==> src/rtl/alu_pkg.sv <==
// Shared definitions for the ALU sequencer: ALU opcodes, command encodings and FSM states.
package alu_pkg;

    localparam logic [3:0] AluAdd = 4'b0010;
    localparam logic [3:0] AluSub = 4'b0011;
    localparam logic [3:0] AluShl = 4'b0100;
    localparam logic [3:0] AluShr = 4'b0101;
    localparam logic [3:0] AluAnd = 4'b0110;
    localparam logic [3:0] AluOr  = 4'b0111;
    localparam logic [3:0] AluXor = 4'b1000;
    localparam logic [3:0] AluCmp = 4'b1010;

    typedef enum logic [2:0] {
        CmdPass  = 3'd0,
        CmdAdd16 = 3'd1,
        CmdSub16 = 3'd2,
        CmdMul8  = 3'd3
    } seq_cmd_e;

    typedef enum logic [2:0] {
        StIdle,
        StPass,
        StLo,
        StHi,
        StFix,
        StMul,
        StDone
    } seq_state_e;

endpackage

==> src/rtl/alu_sequencer.sv <==
// Multi-cycle controller driving an external W-bit ALU: single passes, 2W-bit add/sub with
// carry chaining, and WxW shift-add multiply, with valid/ready on both command and response.
module alu_sequencer
    import alu_pkg::*;
#(
    parameter int unsigned W = 8
) (
    input  logic           clk,
    input  logic           reset,
    input  logic           cmd_valid,
    output logic           cmd_ready,
    input  logic [2:0]     cmd_op,
    input  logic [3:0]     cmd_aluop,
    input  logic [2*W-1:0] cmd_a,
    input  logic [2*W-1:0] cmd_b,
    output logic           rsp_valid,
    input  logic           rsp_ready,
    output logic [2*W-1:0] rsp_data,
    output logic           rsp_c,
    output logic           rsp_z,
    output logic           rsp_n,
    output logic           alu_optype,
    output logic [3:0]     alu_op,
    output logic [W-1:0]   alu_acc,
    output logic [W-1:0]   alu_reg,
    input  logic [W-1:0]   alu_out,
    input  logic           alu_c,
    input  logic           alu_z,
    input  logic           alu_n
);

    localparam int unsigned CntW = (W > 1) ? $clog2(W) : 1;

    seq_state_e     state_q, state_d;
    seq_cmd_e       cmd_q, cmd_d;
    logic           rsvd_q, rsvd_d;
    logic [3:0]     aluop_q, aluop_d;
    logic [2*W-1:0] a_q, a_d, b_q, b_d;
    logic [W-1:0]   hi_q, hi_d, lo_q, lo_d;
    logic           k_q, k_d, c1_q, c1_d;
    logic [CntW-1:0] cnt_q, cnt_d;
    logic           rc_q, rc_d, rz_q, rz_d, rn_q, rn_d;

    logic [3:0]     arith_op;
    logic [2*W:0]   mul_sum;
    logic [2*W-1:0] mul_next;
    logic           mul_last;

    assign arith_op  = (cmd_q == CmdSub16) ? AluSub : AluAdd;
    // Carry out of the top byte becomes the MSB after the right shift.
    assign mul_sum   = {alu_c, alu_out, lo_q};
    assign mul_next  = mul_sum[2*W:1];
    assign mul_last  = (cnt_q == CntW'(W - 1));

    assign cmd_ready = (state_q == StIdle);
    assign rsp_valid = (state_q == StDone);
    assign rsp_data  = {hi_q, lo_q};
    assign rsp_c     = rc_q;
    assign rsp_z     = rz_q;
    assign rsp_n     = rn_q;

    always_ff @(posedge clk or posedge reset) begin
        if (reset) begin
            state_q <= StIdle;
        end else begin
            state_q <= state_d;
        end
    end

    always_comb begin
        state_d = state_q;
        unique case (state_q)
            StIdle: begin
                if (cmd_valid) begin
                    case (cmd_op)
                        CmdAdd16, CmdSub16: state_d = StLo;
                        CmdMul8:            state_d = StMul;
                        default:            state_d = StPass;
                    endcase
                end
            end
            StPass:  state_d = StDone;
            StLo:    state_d = StHi;
            StHi:    state_d = k_q ? StFix : StDone;
            StFix:   state_d = StDone;
            StMul:   state_d = mul_last ? StDone : StMul;
            StDone:  state_d = rsp_ready ? StIdle : StDone;
            default: state_d = StIdle;
        endcase
    end

    always_comb begin
        alu_optype = 1'b1;
        alu_op     = '0;
        alu_acc    = '0;
        alu_reg    = '0;
        unique case (state_q)
            StPass: begin
                if (!rsvd_q) begin
                    alu_optype = 1'b0;
                    alu_op     = aluop_q;
                    alu_acc    = a_q[W-1:0];
                    alu_reg    = b_q[W-1:0];
                end
            end
            StLo: begin
                alu_optype = 1'b0;
                alu_op     = arith_op;
                alu_acc    = a_q[W-1:0];
                alu_reg    = b_q[W-1:0];
            end
            StHi: begin
                alu_optype = 1'b0;
                alu_op     = arith_op;
                alu_acc    = a_q[2*W-1:W];
                alu_reg    = b_q[2*W-1:W];
            end
            StFix: begin
                alu_optype = 1'b0;
                alu_op     = arith_op;
                alu_acc    = hi_q;
                alu_reg    = W'(1);
            end
            StMul: begin
                alu_optype = 1'b0;
                alu_op     = AluAdd;
                alu_acc    = hi_q;
                alu_reg    = lo_q[0] ? a_q[W-1:0] : '0;
            end
            default: ;
        endcase
    end

    always_comb begin
        cmd_d   = cmd_q;
        rsvd_d  = rsvd_q;
        aluop_d = aluop_q;
        a_d     = a_q;
        b_d     = b_q;
        hi_d    = hi_q;
        lo_d    = lo_q;
        k_d     = k_q;
        c1_d    = c1_q;
        cnt_d   = cnt_q;
        rc_d    = rc_q;
        rz_d    = rz_q;
        rn_d    = rn_q;
        unique case (state_q)
            StIdle: begin
                if (cmd_valid) begin
                    rsvd_d  = (cmd_op > 3'd3);
                    cmd_d   = (cmd_op > 3'd3) ? CmdPass : seq_cmd_e'(cmd_op);
                    aluop_d = cmd_aluop;
                    a_d     = cmd_a;
                    b_d     = cmd_b;
                    hi_d    = '0;
                    lo_d    = cmd_b[W-1:0];
                    k_d     = 1'b0;
                    c1_d    = 1'b0;
                    cnt_d   = '0;
                end
            end
            StPass: begin
                hi_d = '0;
                lo_d = rsvd_q ? '0 : alu_out;
                rc_d = rsvd_q ? 1'b0 : alu_c;
                rz_d = rsvd_q ? 1'b0 : alu_z;
                rn_d = rsvd_q ? 1'b0 : alu_n;
            end
            StLo: begin
                lo_d = alu_out;
                k_d  = alu_c;
            end
            StHi: begin
                hi_d = alu_out;
                c1_d = alu_c;
                if (!k_q) begin
                    rc_d = alu_c;
                    rz_d = ({alu_out, lo_q} == '0);
                    rn_d = alu_out[W-1];
                end
            end
            StFix: begin
                hi_d = alu_out;
                rc_d = c1_q | alu_c;
                rz_d = ({alu_out, lo_q} == '0);
                rn_d = alu_out[W-1];
            end
            StMul: begin
                hi_d  = mul_next[2*W-1:W];
                lo_d  = mul_next[W-1:0];
                cnt_d = cnt_q + 1'b1;
                if (mul_last) begin
                    rc_d = 1'b0;
                    rz_d = (mul_next == '0);
                    rn_d = mul_next[2*W-1];
                end
            end
            default: ;
        endcase
    end

    always_ff @(posedge clk or posedge reset) begin
        if (reset) begin
            cmd_q   <= CmdPass;
            rsvd_q  <= 1'b0;
            aluop_q <= '0;
            a_q     <= '0;
            b_q     <= '0;
            hi_q    <= '0;
            lo_q    <= '0;
            k_q     <= 1'b0;
            c1_q    <= 1'b0;
            cnt_q   <= '0;
            rc_q    <= 1'b0;
            rz_q    <= 1'b0;
            rn_q    <= 1'b0;
        end else begin
            cmd_q   <= cmd_d;
            rsvd_q  <= rsvd_d;
            aluop_q <= aluop_d;
            a_q     <= a_d;
            b_q     <= b_d;
            hi_q    <= hi_d;
            lo_q    <= lo_d;
            k_q     <= k_d;
            c1_q    <= c1_d;
            cnt_q   <= cnt_d;
            rc_q    <= rc_d;
            rz_q    <= rz_d;
            rn_q    <= rn_d;
        end
    end

endmodule
==> config.mk <==
export PLATFORM = sky130hd
export DESIGN_NAME = alu_sequencer
export DESIGN_NICKNAME = d
export VERILOG_FILES = /design/src/rtl/alu_pkg.sv /design/src/rtl/alu_sequencer.sv
export SDC_FILE = /design/constraint.sdc
export NUM_CORES = 1
export LEC_CHECK = 0
export ABC_AREA = 1
export BUFFER_PORTS_ARGS = -buffer_cell sky130_fd_sc_hd__clkbuf_2
export CORE_UTILIZATION = 55
export CTS_BUF_LIST = sky130_fd_sc_hd__clkbuf_8
export CTS_CLUSTER_SIZE = 24
export DETAILED_ROUTE_END_ITERATION = 10
export GPL_ROUTABILITY_DRIVEN = 0
export MAX_ROUTING_LAYER = met4
export PLACE_DENSITY = 0.89
export SLEW_MARGIN = 10
export SYNTH_ARGS = -nofsm -noshare
export SYNTH_HDL_FRONTEND = slang
export SYNTH_SLANG_ARGS = --single-unit
==> constraint.sdc <==
create_clock -name clk -period 2.5 [get_ports clk]
set_input_delay 0.375 -clock clk [delete_from_list [all_inputs] [get_ports clk]]
set_output_delay 0.375 -clock clk [all_outputs]
set_load 0.02 [all_outputs]
==> results.json <==
{
  "status": "finished clean",
  "finish.utilization_pct": 69.7,
  "final-seq-area_sq_mm": 0.00168,
  "crit_type": "reg2out",
  "antenna_found_initial": 0,
  "syn_inst": 521,
  "grt.total_usage_pct": 32.8,
  "fin_hold_ws_ps": 57.1,
  "internal_power_uw": 3180,
  "worst_ir_drop_vdd_uv": 726,
  "start_kind": "register",
  "yosysTopAreaCell": "dfrtp_1",
  "fill_cells": 525,
  "place.detailed.hpwl_mm": 7.71,
  "arrival_ps": 2020,
  "timing.rr.end": "rsp_z",
  "dpl_cell_area_sq_mm": 0.00419,
  "drt_iter0_drc": 439,
  "drive_gt1_share_pct": 22.5,
  "syn_area_sq_mm": 0.00367,
  "vias": 3902,
  "drv_slew": 0,
  "clk_pin_slew_ps": 80,
  "ys_seq_elements": 67,
  "drtAntennaViolNets": 0,
  "num_antenna_cells": 0,
  "start_util_pct": 57.4,
  "dr.pass1.iters": 5,
  "p_leak_uw": 0.00255,
  "yosys-top-cells-area": "dfrtp_1 46%, nand2_1 26%, nand3_1 5.6%",
  "powerDensity_mw_per_mm2": 1370,
  "grt_start_max_net_pins": 45,
  "synthesis.nets": 577,
  "swShare_pct": 48.0,
  "seqPwrFrac_pct": 32.9,
  "placementRows": 29,
  "cts_tree": "done",
  "r2r_slack_ps": 410,
  "wire_per_inst_microns": 15.5,
  "synth_edf_count": 0,
  "power.switching_uw": 2930,
  "p_clk_share_pct": 18.5,
  "clkLatencyLatePin_ps": 350,
  "final_hold_viol_count": 0,
  "worst_pin_slew_ps": 670,
  "async_flop_share_pct": 100,
  "drt-total-wl_mm": 10.8,
  "fp.dieH_microns": 83.7,
  "rr_worst_depth": 10,
  "core_area_sq_mm": 0.00639,
  "cts_buffer_depth": 2,
  "r2r_start": "state_q[1]",
  "skew_ps": 9.88,
  "rsz0062_at_grt": "no",
  "multi_input_area_sq_mm": 0.00171,
  "drc_errors": 0,
  "die_area_sq_mm": 0.00700,
  "grt_pass1_wl_mm": 17.4,
  "grt_overflow_total": 0,
  "die_w_microns": 83.7,
  "seq_area_frac_synth_pct": 45.7,
  "cts_hold_buf": 0,
  "synth_top_area_share_pct": 45.7,
  "num-nets-final": 673,
  "maxCapViolCount": 0,
  "synth_common_cells": "257 x nand2_1, 67 x dfrtp_1, 42 x inv_1, 41 x nand3_1, 34 x nor2_1",
  "ys_types": 24,
  "avgSynthCellArea_sq_um": 7.04,
  "yosysWarnings": 0,
  "synthFlopType": "dfrtp_1",
  "cp.required_ps": 2120,
  "grt_pass1_vias": 3775,
  "finalInstanceArea_sq_mm": 0.00445,
  "cts-root-buf": "clkbuf_8",
  "min_path_type": "in2async",
  "port_buffers": 95,
  "power_frac_comb_pct": 48.5,
  "vias_per_cell": 5.58,
  "min_period_ps": 2390,
  "critPathCaptureType": "output port",
  "setup_viol": 0,
  "cts_num_sinks": 67,
  "fin_total_pwr_uw": 6100,
  "cts_made_buffers": 9,
  "ioPinCount": 96,
  "crit_fanout": 13,
  "relSlewSlack_pct": 55.0,
  "yosysMostFrequentCell": "nand2_1",
  "finalCritPeriodShare_pct": 95.7,
  "htreeDepth": 3,
  "max_freq_mhz": 418,
  "fin_tns_setup_ps": 0,
  "syn2layout_area_growth_pct": 21.4
}
[flip-flops by register name, summed over array words and instances, names as in the netlist, 3 cells and up]
signal   cells
cnt_q        3
hi_q         8
aluop_q      4
state_q      3
lo_q         8
a_q         16
b_q         16
cmd_q        3
[critical path, stage by stage, from the launching register on]
cell and delay (ps):
dfrtp_2 510, inv_1 110, nand2_1 120, nor2_1 290, buf_4 220, nand3_1 100, nand3_1 140, clkbuf_2 180
[how the worst max path moves through the flow]
stage / slack, ps / start / endpoint
floorplan: 440 / reset / a_q[0]
global placement: 460 / state_q[1] / alu_acc[2]
detailed placement: 340 / state_q[2] / alu_acc[5]
CTS: 40 / state_q[2] / alu_op[1]
global route: 30 / state_q[1] / alu_op[1]
finish: 110 / state_q[1] / alu_reg[6]
[cell families (layout without fill, tap and decap cells)]
logic type / count (synthesis) / after routing / share of synthesized area [%]
and+or+nand+nor: 347 / 348 / 39.0
buffers and inverters: 68 / 168 / 8.29
DFF: 67 / 67 / 45.7
AOI/OAI and AO/OA: 37 / 37 / 6.34
adders and majority gates: 2 / 2 / 0.682
[placed cells by master (no fill, tap or decap), types with 2 or more instances in the layout]
master     instances
nand4_1            5
o21ai_1            4
nor2_1            34
clkbuf_2          95
ha_1               2
nand3_1           40
o211ai_1          18
clkinv_2           2
a21oi_1            2
nand2_1          257
o22ai_1            2
bufinv_16          3
clkbuf_8          10
nor2_4             2
dfrtp_2            3
nand2_4            2
buf_4              9
dfrtp_1           64
inv_1             42
nand2_2            3
inv_2              6
o21ai_0           11
nor2_8             2
[area by class of cell]
cell class,instances,area share [%]
timing repair buffer,104,12.2
tap,77,2.16
clock inverter,6,2.33
multi-input combinational,387,38.4
clock buffer,10,3.09
sequential,67,37.7
inverter,48,4.10
[power by group through the flow]
stage               combinational, uW  sequential [uW]  clock, uW
floorplan                        2010             1980          0
detailed placement               2860             2000          0
CTS                              2910             1990       1110
global placement                 2770             1970          0
finish                           2960             2010       1130
global route                     3260             2060       1160
[through the flow]
stage	cells	worst slack (ps)
floorplan	521	442
global placement	682	464
global route	699	33.1
CTS	698	43.1
detailed placement	682	339
finish	699	107
[timing repair]
action / in CTS / in global routing
setup buffers: 0 / 0
setup endpoints to repair: 14 / 19
pin swaps: 0 / 1
gates resized for setup: 2 / 4
gates cloned: 0 / 1
[routing by layer]
layer  track usage [%]  up-vias  wire length [microns]
met5                 -        -                      0
met4              16.2        0                    418
met3              6.33       52                   1170
met2              52.1      275                   4970
met1              40.4     1760                   4270
li1                  -     1815                      -
Note: power is estimated with default switching activity, not from simulation.
